===== src/rtl/spi_slave_tx_pkg.sv =====
// -----------------------------------------------------------------------------
// spi_pkg
// Shared types and defaults for the SPI slave MISO transmitter.
//   tx_state_t      : transmitter FSM state (IDLE / SHIFT / HOLD)
//   SPI_WIDTH       : default bits per frame
//   SPI_SYNC_STAGES : default synchronizer depth for sclk/cs
// -----------------------------------------------------------------------------
package spi_pkg;

   localparam int SPI_WIDTH       = 8;
   localparam int SPI_SYNC_STAGES = 2;

   typedef enum logic [1:0] {
      IDLE  = 2'd0,
      SHIFT = 2'd1,
      HOLD  = 2'd2
   } tx_state_t;

endpackage


===== src/rtl/spi_slave_tx_if.sv =====
// -----------------------------------------------------------------------------
// spi_slave_tx_if
// Bundles the load handshake, the SPI pins and the status pulses of the
// slave transmitter.
//   slave  modport : transmitter side (spi_slave_tx)
//   master modport : host / SPI master side (driver of din, newd, sclk, cs)
// Signals:
//   din, newd, ready        : one-entry holding-buffer load handshake
//   sclk, cs                : SPI clock / chip select from the master
//   miso, miso_oe           : serial data and pad enable toward the master
//   done, underrun, aborted : one-clk status pulses
// -----------------------------------------------------------------------------
interface spi_slave_tx_if
   import spi_pkg::*;
#(
   parameter int WIDTH = SPI_WIDTH
);

   logic [WIDTH-1:0] din;
   logic             newd;
   logic             ready;
   logic             sclk;
   logic             cs;
   logic             miso;
   logic             miso_oe;
   logic             done;
   logic             underrun;
   logic             aborted;

   modport slave (
      input  din, newd, sclk, cs,
      output ready, miso, miso_oe, done, underrun, aborted
   );

   modport master (
      output din, newd, sclk, cs,
      input  ready, miso, miso_oe, done, underrun, aborted
   );

endinterface


===== src/rtl/spi_slave_tx_sync_edge.sv =====
// -----------------------------------------------------------------------------
// spi_sync_edge
// Brings an asynchronous pin into the clk domain through SYNC_STAGES flops,
// then one edge-detect stage that registers the level together with the
// rise/fall pulses. Pulses therefore appear SYNC_STAGES+1 clk after the pin.
// Ports:
//   clk, rst  : system clock, async active-low reset
//   i_pin     : asynchronous input
//   o_level   : synchronized level (same timing as the pulses)
//   o_rise    : one-clk pulse on a 0->1 transition
//   o_fall    : one-clk pulse on a 1->0 transition
// Parameters:
//   SYNC_STAGES : synchronizer depth (2 or more)
//   RST_VAL     : idle level of the pin; loaded on reset so that releasing
//                 reset never produces a spurious edge
// -----------------------------------------------------------------------------
module spi_sync_edge #(
   parameter int   SYNC_STAGES = 2,
   parameter logic RST_VAL     = 1'b0
) (
   input  logic clk,
   input  logic rst,
   input  logic i_pin,
   output logic o_level,
   output logic o_rise,
   output logic o_fall
);

   logic [SYNC_STAGES-1:0] r_sync;
   logic                   r_lvl;
   logic                   r_rise;
   logic                   r_fall;
   logic                   w_sync_out;

   assign w_sync_out = r_sync[SYNC_STAGES-1];

   always_ff @(posedge clk or negedge rst) begin
      if (!rst) begin
         r_sync <= {SYNC_STAGES{RST_VAL}};
         r_lvl  <= RST_VAL;
         r_rise <= 1'b0;
         r_fall <= 1'b0;
      end else begin
         r_sync <= {r_sync[SYNC_STAGES-2:0], i_pin};
         r_lvl  <= w_sync_out;
         r_rise <= w_sync_out & ~r_lvl;
         r_fall <= ~w_sync_out & r_lvl;
      end
   end

   assign o_level = r_lvl;
   assign o_rise  = r_rise;
   assign o_fall  = r_fall;

endmodule


===== src/rtl/spi_slave_tx.sv =====
// -----------------------------------------------------------------------------
// spi_slave_tx
// SPI mode-0 slave MISO transmitter, LSB first, one byte per cs frame.
// sclk and cs are oversampled on clk. A one-entry holding buffer decouples
// the host load from the frame start.
// Ports:
//   clk  : system clock
//   rst  : async active-low reset
//   bus  : spi_slave_tx_if.slave (din/newd/ready, sclk/cs, miso/miso_oe,
//          done/underrun/aborted)
// Frame flow:
//   IDLE  --cs_fall-->  SHIFT (bit 0 driven, miso_oe high)
//   SHIFT --WIDTH sclk rises--> HOLD (done), --early cs_rise--> IDLE (aborted)
//   HOLD  --cs_rise--> IDLE
// -----------------------------------------------------------------------------
module spi_slave_tx
   import spi_pkg::*;
#(
   parameter int WIDTH       = SPI_WIDTH,
   parameter int SYNC_STAGES = SPI_SYNC_STAGES
) (
   input  logic           clk,
   input  logic           rst,
   spi_slave_tx_if.slave  bus
);

   localparam int             CW      = $clog2(WIDTH + 1);
   localparam logic [CW-1:0]  CNT_MAX = CW'(WIDTH);

   // synchronized pin events
   logic w_sclk_lvl, w_sclk_rise, w_sclk_fall;
   logic w_cs_lvl,   w_cs_rise,   w_cs_fall;
   // the FSM is driven purely by the pulses; levels are kept for debug taps
   logic w_unused;

   tx_state_t        r_state, w_state_nxt;
   logic [WIDTH-1:0] r_buf,   w_buf;
   logic             r_buf_vld, w_buf_vld;
   logic [WIDTH-1:0] r_shift, w_shift;
   logic [CW-1:0]    r_cnt,   w_cnt;
   logic [CW-1:0]    w_cnt_inc;
   logic             r_miso,  w_miso;
   logic             r_oe,    w_oe;
   logic             r_done,  w_done;
   logic             r_und,   w_und;
   logic             r_abt,   w_abt;
   logic             w_accept;

   spi_sync_edge #(.SYNC_STAGES(SYNC_STAGES), .RST_VAL(1'b0)) u_sync_sclk (
      .clk     (clk),
      .rst     (rst),
      .i_pin   (bus.sclk),
      .o_level (w_sclk_lvl),
      .o_rise  (w_sclk_rise),
      .o_fall  (w_sclk_fall)
   );

   spi_sync_edge #(.SYNC_STAGES(SYNC_STAGES), .RST_VAL(1'b1)) u_sync_cs (
      .clk     (clk),
      .rst     (rst),
      .i_pin   (bus.cs),
      .o_level (w_cs_lvl),
      .o_rise  (w_cs_rise),
      .o_fall  (w_cs_fall)
   );

   assign w_unused  = &{1'b0, w_sclk_lvl, w_cs_lvl};

   assign w_accept  = bus.newd & ~r_buf_vld;
   assign w_cnt_inc = (r_cnt == CNT_MAX) ? CNT_MAX : r_cnt + 1'b1;

   // ---------------------------------------------------------------- state reg
   always_ff @(posedge clk or negedge rst) begin
      if (!rst) begin
         r_state   <= IDLE;
         r_buf     <= '0;
         r_buf_vld <= 1'b0;
         r_shift   <= '0;
         r_cnt     <= '0;
         r_miso    <= 1'b0;
         r_oe      <= 1'b0;
         r_done    <= 1'b0;
         r_und     <= 1'b0;
         r_abt     <= 1'b0;
      end else begin
         r_state   <= w_state_nxt;
         r_buf     <= w_buf;
         r_buf_vld <= w_buf_vld;
         r_shift   <= w_shift;
         r_cnt     <= w_cnt;
         r_miso    <= w_miso;
         r_oe      <= w_oe;
         r_done    <= w_done;
         r_und     <= w_und;
         r_abt     <= w_abt;
      end
   end

   // --------------------------------------------------------------- next state
   // cs_rise is tested before any sclk edge so it wins a same-cycle collision.
   always_comb begin
      w_state_nxt = r_state;
      case (r_state)
         IDLE:    if (w_cs_fall) w_state_nxt = SHIFT;
         SHIFT: begin
            if (w_cs_rise)                                w_state_nxt = IDLE;
            else if (w_sclk_rise && w_cnt_inc == CNT_MAX) w_state_nxt = HOLD;
         end
         HOLD:    if (w_cs_rise) w_state_nxt = IDLE;
         default: w_state_nxt = IDLE;
      endcase
   end

   // ---------------------------------------------------------- outputs / data
   always_comb begin
      w_buf     = r_buf;
      w_buf_vld = r_buf_vld;
      w_shift   = r_shift;
      w_cnt     = r_cnt;
      w_miso    = r_miso;
      w_oe      = r_oe;
      w_done    = 1'b0;
      w_und     = 1'b0;
      w_abt     = 1'b0;

      if (w_accept) begin
         w_buf     = bus.din;
         w_buf_vld = 1'b1;
      end

      case (r_state)
         IDLE: begin
            if (w_cs_fall) begin
               w_cnt = '0;
               if (r_buf_vld) begin
                  w_shift   = r_buf;
                  w_buf_vld = 1'b0;
               end else if (w_accept) begin
                  // load arrives exactly at frame start: skip the buffer
                  w_shift   = bus.din;
                  w_buf     = r_buf;
                  w_buf_vld = 1'b0;
               end else begin
                  w_shift = '0;
                  w_und   = 1'b1;
               end
               w_miso = w_shift[0];
               w_oe   = 1'b1;
            end
         end

         SHIFT: begin
            if (w_cs_rise) begin
               // short frame: shifter contents are simply dropped
               w_abt  = 1'b1;
               w_miso = 1'b0;
               w_oe   = 1'b0;
               w_cnt  = '0;
            end else if (w_sclk_rise) begin
               w_cnt = w_cnt_inc;
               if (w_cnt_inc == CNT_MAX) begin
                  w_done = 1'b1;
                  w_miso = 1'b0;
               end
            end else if (w_sclk_fall) begin
               w_shift = {1'b0, r_shift[WIDTH-1:1]};
               w_miso  = w_shift[0];
            end
         end

         HOLD: begin
            if (w_cs_rise) begin
               w_miso = 1'b0;
               w_oe   = 1'b0;
               w_cnt  = '0;
            end
         end

         default: begin
            w_miso = 1'b0;
            w_oe   = 1'b0;
            w_cnt  = '0;
         end
      endcase
   end

   assign bus.ready    = ~r_buf_vld;
   assign bus.miso     = r_miso;
   assign bus.miso_oe  = r_oe;
   assign bus.done     = r_done;
   assign bus.underrun = r_und;
   assign bus.aborted  = r_abt;

endmodule

===== src/flat_wrapper.sv =====
// flat-port wrapper written by rule: the top's interface ports become plain ports
module spi_slave_tx_flat import spi_pkg::*;
#(
   parameter int WIDTH       = SPI_WIDTH,
   parameter int SYNC_STAGES = SPI_SYNC_STAGES
)
  (clk, rst, bus_din, bus_newd, bus_sclk, bus_cs, bus_ready, bus_miso, bus_miso_oe, bus_done, bus_underrun, bus_aborted);
  spi_slave_tx_if #(.WIDTH(WIDTH)) bus_i ();
  input  logic clk;
  input  logic rst;
  input wire logic [$bits(bus_i.din)-1:0] bus_din;
  input wire logic [$bits(bus_i.newd)-1:0] bus_newd;
  input wire logic [$bits(bus_i.sclk)-1:0] bus_sclk;
  input wire logic [$bits(bus_i.cs)-1:0] bus_cs;
  output wire logic [$bits(bus_i.ready)-1:0] bus_ready;
  output wire logic [$bits(bus_i.miso)-1:0] bus_miso;
  output wire logic [$bits(bus_i.miso_oe)-1:0] bus_miso_oe;
  output wire logic [$bits(bus_i.done)-1:0] bus_done;
  output wire logic [$bits(bus_i.underrun)-1:0] bus_underrun;
  output wire logic [$bits(bus_i.aborted)-1:0] bus_aborted;
  assign bus_i.din = bus_din;
  assign bus_i.newd = bus_newd;
  assign bus_i.sclk = bus_sclk;
  assign bus_i.cs = bus_cs;
  assign bus_ready = bus_i.ready;
  assign bus_miso = bus_i.miso;
  assign bus_miso_oe = bus_i.miso_oe;
  assign bus_done = bus_i.done;
  assign bus_underrun = bus_i.underrun;
  assign bus_aborted = bus_i.aborted;
  spi_slave_tx #(.WIDTH(WIDTH), .SYNC_STAGES(SYNC_STAGES)) u_core (.clk(clk), .rst(rst), .bus(bus_i));
endmodule

===== config.mk =====
export PLATFORM = sky130hd
export DESIGN_NAME = spi_slave_tx_flat
export DESIGN_NICKNAME = d
export VERILOG_FILES = /design/src/rtl/spi_slave_tx_pkg.sv /design/src/rtl/spi_slave_tx_if.sv /design/src/rtl/spi_slave_tx_sync_edge.sv /design/src/rtl/spi_slave_tx.sv /design/src/flat_wrapper.sv
export SDC_FILE = /design/constraint.sdc
export NUM_CORES = 1
export LEC_CHECK = 0
export CAP_MARGIN = 20
export CORE_AREA = 2 2 70 89
export CTS_BUF_LIST = sky130_fd_sc_hd__clkbuf_4 sky130_fd_sc_hd__clkbuf_8
export CTS_CLUSTER_DIAMETER = 200
export DETAILED_ROUTE_END_ITERATION = 12
export DIE_AREA = 0 0 72 91
export GPL_TIMING_DRIVEN = 0
export SKIP_CTS_REPAIR_TIMING = 1
export SYNTH_ARGS = -nofsm -noshare
export SYNTH_HDL_FRONTEND = slang
export SYNTH_SLANG_ARGS = --single-unit

===== constraint.sdc =====
create_clock -name clk -period 1.7 [get_ports clk]
set_input_delay 0.255 -clock clk [delete_from_list [all_inputs] [get_ports clk]]
set_output_delay 0.255 -clock clk [all_outputs]
set_load 0.01 [all_outputs]

# Word level (Yosys, flattened, before mapping)

Index checks and enable logic that the tools add are counted.

Eq/ne operators: 15
Add/subtract/negate cells: 1
Muxes and demuxes: 47
Reduce and logical (&&, ||, !) cells: 9
Bitwise operators: 10

Operators with widths:

| cell                                                  | number |
|---|---|
| two-way mux 8 bit                                     | 11 |
| two-way mux 1 bit                                     | 22 |
| two-way mux 4 bit                                     | 5 |
| case mux 8 bit (2 select lines)                       | 1 |
| case mux 4 bit (3 select lines)                       | 1 |
| inequality test 2 bit, second input constant          | 5 |
| equality test 4 bit, second input constant            | 2 |
| two-way mux 2 bit                                     | 4 |
| inequality test 4 x 3 -> 1 bit, second input constant | 2 |
| case mux 2 bit (3 select lines)                       | 1 |
| AND reduction 3 bit                                   | 2 |
| bitwise AND 1 bit                                     | 5 |
| inverter 1 bit                                        | 5 |
| AND reduction 5 bit                                   | 1 |
| adder 4 x 1 -> 4 bit, second input constant           | 1 |
| inequality test 4 bit, second input constant          | 1 |
| AND reduction 4 bit                                   | 1 |
| inequality test 3 x 2 -> 1 bit, second input constant | 1 |
| inequality test 3 bit, second input constant          | 1 |
| case mux 1 bit (3 select lines)                       | 1 |
| equality test 2 x 1 -> 1 bit, second input constant   | 1 |
| equality test 2 bit, second input constant            | 1 |
| zero test 2 bit                                       | 1 |
| inequality test 2 x 1 -> 1 bit, second input constant | 1 |
| 5 further kinds                                       | 5 |

Logic and storage cells: 100
Output and inout port bits: 6
Register bits after elaboration: 38
Bits of input ports: 13

# Longest topological paths before layout

Gate-level depths: netlist of the first run.

Word-level depth: 7
Gate-level depth with buffers: 9
Gate-level depth less buffers: 7

# By module

Synthesis of the first run repeated with hierarchy kept, for this count alone.

Cells, all modules: 146
Area, all modules: 1665.3 um^2

Modules (own cells, without submodules):

| module                              | cells an instance | instances | area each (um^2) | seq. area each (um^2) |
|---|---|---|---|---|
| spi_slave_tx                        | 132               | 1         | 1381.3           | 675.6 |
| spi_sync_edge at u_core.u_sync_cs   | 7                 | 1         | 143.9            | 128.9 |
| spi_sync_edge at u_core.u_sync_sclk | 7                 | 1         | 140.1            | 125.1 |

# Worst setup path before layout of the first run

No wires, ideal clock.

Kind: register to register
Start: register u_core.r_cnt[0]
End: register u_core.r_miso, in the netlist u_core.bus.miso
Period minus slack after synthesis: 1.639 ns
Setup slack: 0.061 ns
Path buffers: 0
Arrival: 1.514 ns
Setup time: 0.125 ns
Data required time: 1.575 ns
Cell stages (with the launch flop): 7
Path through: dfrtp_1 > ha_1 > xor2_1 > o22ai_1 > and4_4 > o21ai_2 > mux2_4

Word-level cells in the longest chain between the ends: 5
Elaborated cells between the ends (all ways): 6
Those cells by class: add/sub (1); eq/ne (3); mux (1); reduce/logical (1)

Ends and longest elaborated chain:

| what                                                               | line                | text |
|---|---|---|
| start: declaration                                                 | spi_slave_tx.sv:40  | `logic [CW-1:0] r_cnt, w_cnt;` |
| start signal: assignment                                           | spi_slave_tx.sv:90  | `r_cnt <= w_cnt;` |
| adder 4 x 1 -> 4 bit / equality test 4 bit (equally long branches) | spi_slave_tx.sv:70  | `assign w_cnt_inc = (r_cnt == CNT_MAX) ? CNT_MAX : r_cnt + 1'b1;` |
| two-way mux 4 bit (*)                                              | spi_slave_tx.sv:70  |  |
| equality test 4 bit (*)                                            | spi_slave_tx.sv:161 | `if (w_cnt_inc == CNT_MAX) begin` |
| inequality test 4 x 3 -> 1 bit (no line) (*)                       | n/a                 |  |
| AND reduction 4 bit (no line) (*)                                  | n/a                 |  |
| end signal: assignment                                             | spi_slave_tx.sv:91  | `r_miso <= w_miso;` |
| end: declaration                                                   | spi_slave_tx.sv:42  | `logic r_miso, w_miso;` |

Mark *: on every way between the ends. The rest lies on a longest branch, timed or not.
A chain may end at the register's enable or synchronous reset.

# Final worst setup path of the first run

Start: register u_core.r_cnt[1]
End: register u_core.r_miso, in the netlist u_core.bus.miso

The elaborated chain is that of the path after synthesis.

==> results of run 1 <==
-- placed cells by master (no fill, tap or decap), types with 2 or more instances in the layout --
| cell | Yosys | routed |
|---|---|---|
| clkdlybuf4s50_1 | 0 | 17 |
| and3_1 | 5 | 5 |
| o21ai_0 | 15 | 15 |
| dfrtp_2 | 0 | 2 |
| inv_1 | 9 | 7 |
| nand3_1 | 2 | 2 |
| nand2_1 | 15 | 13 |
| dfstp_2 | 3 | 3 |
| buf_4 | 0 | 8 |
| ha_1 | 5 | 3 |
| dfrtp_1 | 34 | 32 |
| ha_4 | 0 | 2 |
| o31ai_1 | 2 | 2 |
| nand2b_1 | 3 | 3 |
| a22oi_1 | 3 | 3 |
| clkbuf_8 | 0 | 5 |
| bufinv_16 | 0 | 2 |
| mux2_2 | 12 | 12 |
| nand2_2 | 1 | 2 |
| nor2b_1 | 5 | 4 |
| a21oi_1 | 12 | 12 |
| buf_6 | 0 | 2 |
| nor2_1 | 3 | 3 |
-- layer usage --
metal	vias to the layer above	wire length [µm]
li1	589	-
met2	26	1460
met5	-	0
met1	558	1510
met3	5	124
met4	0	68
-- kinds of logic after synthesis --
| kind of cell | Yosys count | share of synthesized area |
|---|---|---|
| XOR/XNOR | 2 | 0.0105 |
| buffers and inverters | 13 | 0.0307 |
| adder cells (fa/ha/maj) | 5 | 0.0374 |
| flip-flops | 37 | 0.556 |
| multiplexers | 14 | 0.0958 |
| AO/OA/AOI/OAI | 39 | 0.142 |
| AND/OR/NAND/NOR | 40 | 0.127 |
-- path summary, 6_finish.rpt --
path	from	end	depth (start not counted)	slack (ps)
min	rst	u_core.r_shift[3]$_DFFE_PN0P_	1	40
min in group clk	u_core.u_sync_sclk.r_sync[0]$_DFF_PN0_	u_core.u_sync_sclk.r_sync[1]$_DFF_PN0_	0	350
max reg2reg	u_core.r_cnt[1]$_DFFE_PN0P_	u_core.bus.miso$_DFFE_PN0P_	6	30
min reg2reg	u_core.u_sync_sclk.r_sync[0]$_DFF_PN0_	u_core.u_sync_sclk.r_sync[1]$_DFF_PN0_	0	350
max in group asynchronous	rst	u_core.r_cnt[0]$_DFFE_PN0P_	1	1090
max	u_core.r_cnt[1]$_DFFE_PN0P_	u_core.bus.miso$_DFFE_PN0P_	6	30
-- metrics by stage --
| stage | utilization | cells | total power, mW | instance area, µm² |
|---|---|---|---|---|
| after detailed placement | 0.338 | 234 | 2.25 | 1930 |
| after CTS | 0.362 | 242 | 3.17 | 2060 |
| after global placement | 0.339 | 234 | 2.24 | 1930 |
| after floorplan | - | 150 | 1.97 | 1670 |
| final | 0.389 | 251 | 3.39 | 2220 |
| after global routing | 0.389 | 251 | 3.63 | 2220 |
-- layout make-up --
type	count	area [µm²]	area share
Timing Repair Buffer	27	255	0.115
Buffer	4	31.3	0.0141
Tap cell	66	82.6	0.0372
Sequential cell	37	932	0.420
Clock buffer	5	68.8	0.0310
Clock inverter	3	65.1	0.0293
Inverter	9	36.3	0.0163
Multi-Input combinational cell	100	748	0.337
-- critical path: stages (launching register included) --
cell	delay, ps
dfrtp_2	460
ha_4	190
xor2_1	160
o22ai_2	130
and4_4	260
o21ai_2	60
mux2_4	290
-- power by group --
| group | switching, mW | internal, mW |
|---|---|---|
| clock network | 0.321 | 0.583 |
| registers | 0.132 | 1.13 |
| logic | 0.574 | 0.658 |
| total | 1.03 | 2.37 |
-- registers in the layout, indices dropped and copies added (netlist names), 2 cells and up --
register and flops:
u_core.r_shift 7, u_core.u_sync_cs.r_sync 2, u_core.r_buf 8, u_core.r_state 2, u_core.r_cnt 4, u_core.u_sync_sclk.r_sync 2
==> out/qor.yml, run 1 <==
timing:
  period_minus_slack_ps: 1670
  period_share: 0.982
  hold_slack_ps: 43.2
  fmax_mhz: 599
  finalSetupViolCount: 0
  setup_tns_ps: 0
  max_slew.worst_pin.slew_ps: 819
  layout_setup_ws_ps: 30.4
  slew_headroom: 0.454
  hold_violations: 0
  fin_skew_ps: 12.6
  final-max-slew-violation-count: 0
cts:
  cts_root_buf: "clkbuf_8"
  cts_num_sinks: 37
  clk_pin_slew_worst_paths_ps: 80
  htreeDepth: 2
  clk_latency_ps: 300
  cts_tree: "yes"
  clock_tree.buffer_depth: 2
  cts_inserted_buffers: 5
grt:
  grt_max_degree: 38
  use_met3: 0.0355
  grt_usage: 0.104
  grt_pass1_wl_mm: 5.24
  antenna_found_initial: 0
  grt.busiest_layer: "met1"
  grt_pass1_vias: 1093
  overflow: 0
  use_met2: 0.141
  gr-usage-met1: 0.147
cells_and_area:
  area_growth_pct: 32.8
  drive_gt1_frac: 0.292
  antenna_cells: 0
  nets: 202
  n_fill_cell: 542
floorplanning:
  die_area_um2: 6550
  rows: 31
  die_y_um: 91
  die_x_um: 72
  io_pins: 19
  core-area_um2: 5700
  initial_core_util: 0.293
placed_design:
  place_worst_setup_slack_ps: -155
  gp_congestion: 0.745
  portBuffers: 18
  dp_hpwl_mm: 2.06
detailed_routing:
  drt_wl_total_mm: 3.17
  viasPerCell: 4.69
  wire_per_inst_um: 12.6
  vias: 1178
  drtPass1Iterations: 4
  postRouteAntennaNets: 0
  drc: 0
  drt_iter0_markers: 60
logic_synthesis:
  yosysTopAreaCellShare: 0.509
  async_flop_share: 1.00
  synthCells: 150
  ys_seq_elements: 37
  yosys.area.top_type: "dfrtp_1"
  yosysWarnings: 0
  synthTopCellsByArea: "dfrtp_1 51%, mux2_2 8.1%, dfstp_2 4.7%"
  synthMostInstantiatedCell: "dfrtp_1"
  synth_edf_count: 0
  syn_area_per_cell_um2: 11.1
  yosysSeqAreaShare: 0.556
  synth_top_flop_cell: "dfrtp_1"
  syn_nets: 168
  ys_types: 35
  synth_common_cells: "34 x dfrtp_1, 15 x nand2_1, 15 x o21ai_0"
  synth_area_um2: 1670
power:
  ir_drop_mv: 0.823
  powerDensity_nw_per_um2: 1530
  p_leak_nw: 0.983
worst_setup_path:
  critPathKind: "register to register"
  end_kind: "register"
  cp_max_fo: 4
  required_ps: 1880
  cp_data_arrival_time_ps: 1850
  critPathLaunchType: "register"
min_path:
  hold_class: "input port to async pin"
run_status:
  outcome: "complete, no violations"
run:
  drv_cap: 0
No activity file was read; power rests on OpenSTA's default activity.
==> inputs of run 2 (changes only) <==
--- a/config.mk
+++ b/config.mk
@@ -9,6 +9,7 @@
 export CORE_AREA = 2 2 70 89
 export CTS_BUF_LIST = sky130_fd_sc_hd__clkbuf_4 sky130_fd_sc_hd__clkbuf_8
 export CTS_CLUSTER_DIAMETER = 200
+export CTS_CLUSTER_SIZE = 28
 export DETAILED_ROUTE_END_ITERATION = 12
 export DIE_AREA = 0 0 72 91
 export GPL_TIMING_DRIVEN = 0
==> results of run 2 <==
The final DEF is identical to that of run 1; final timing and power are the same.
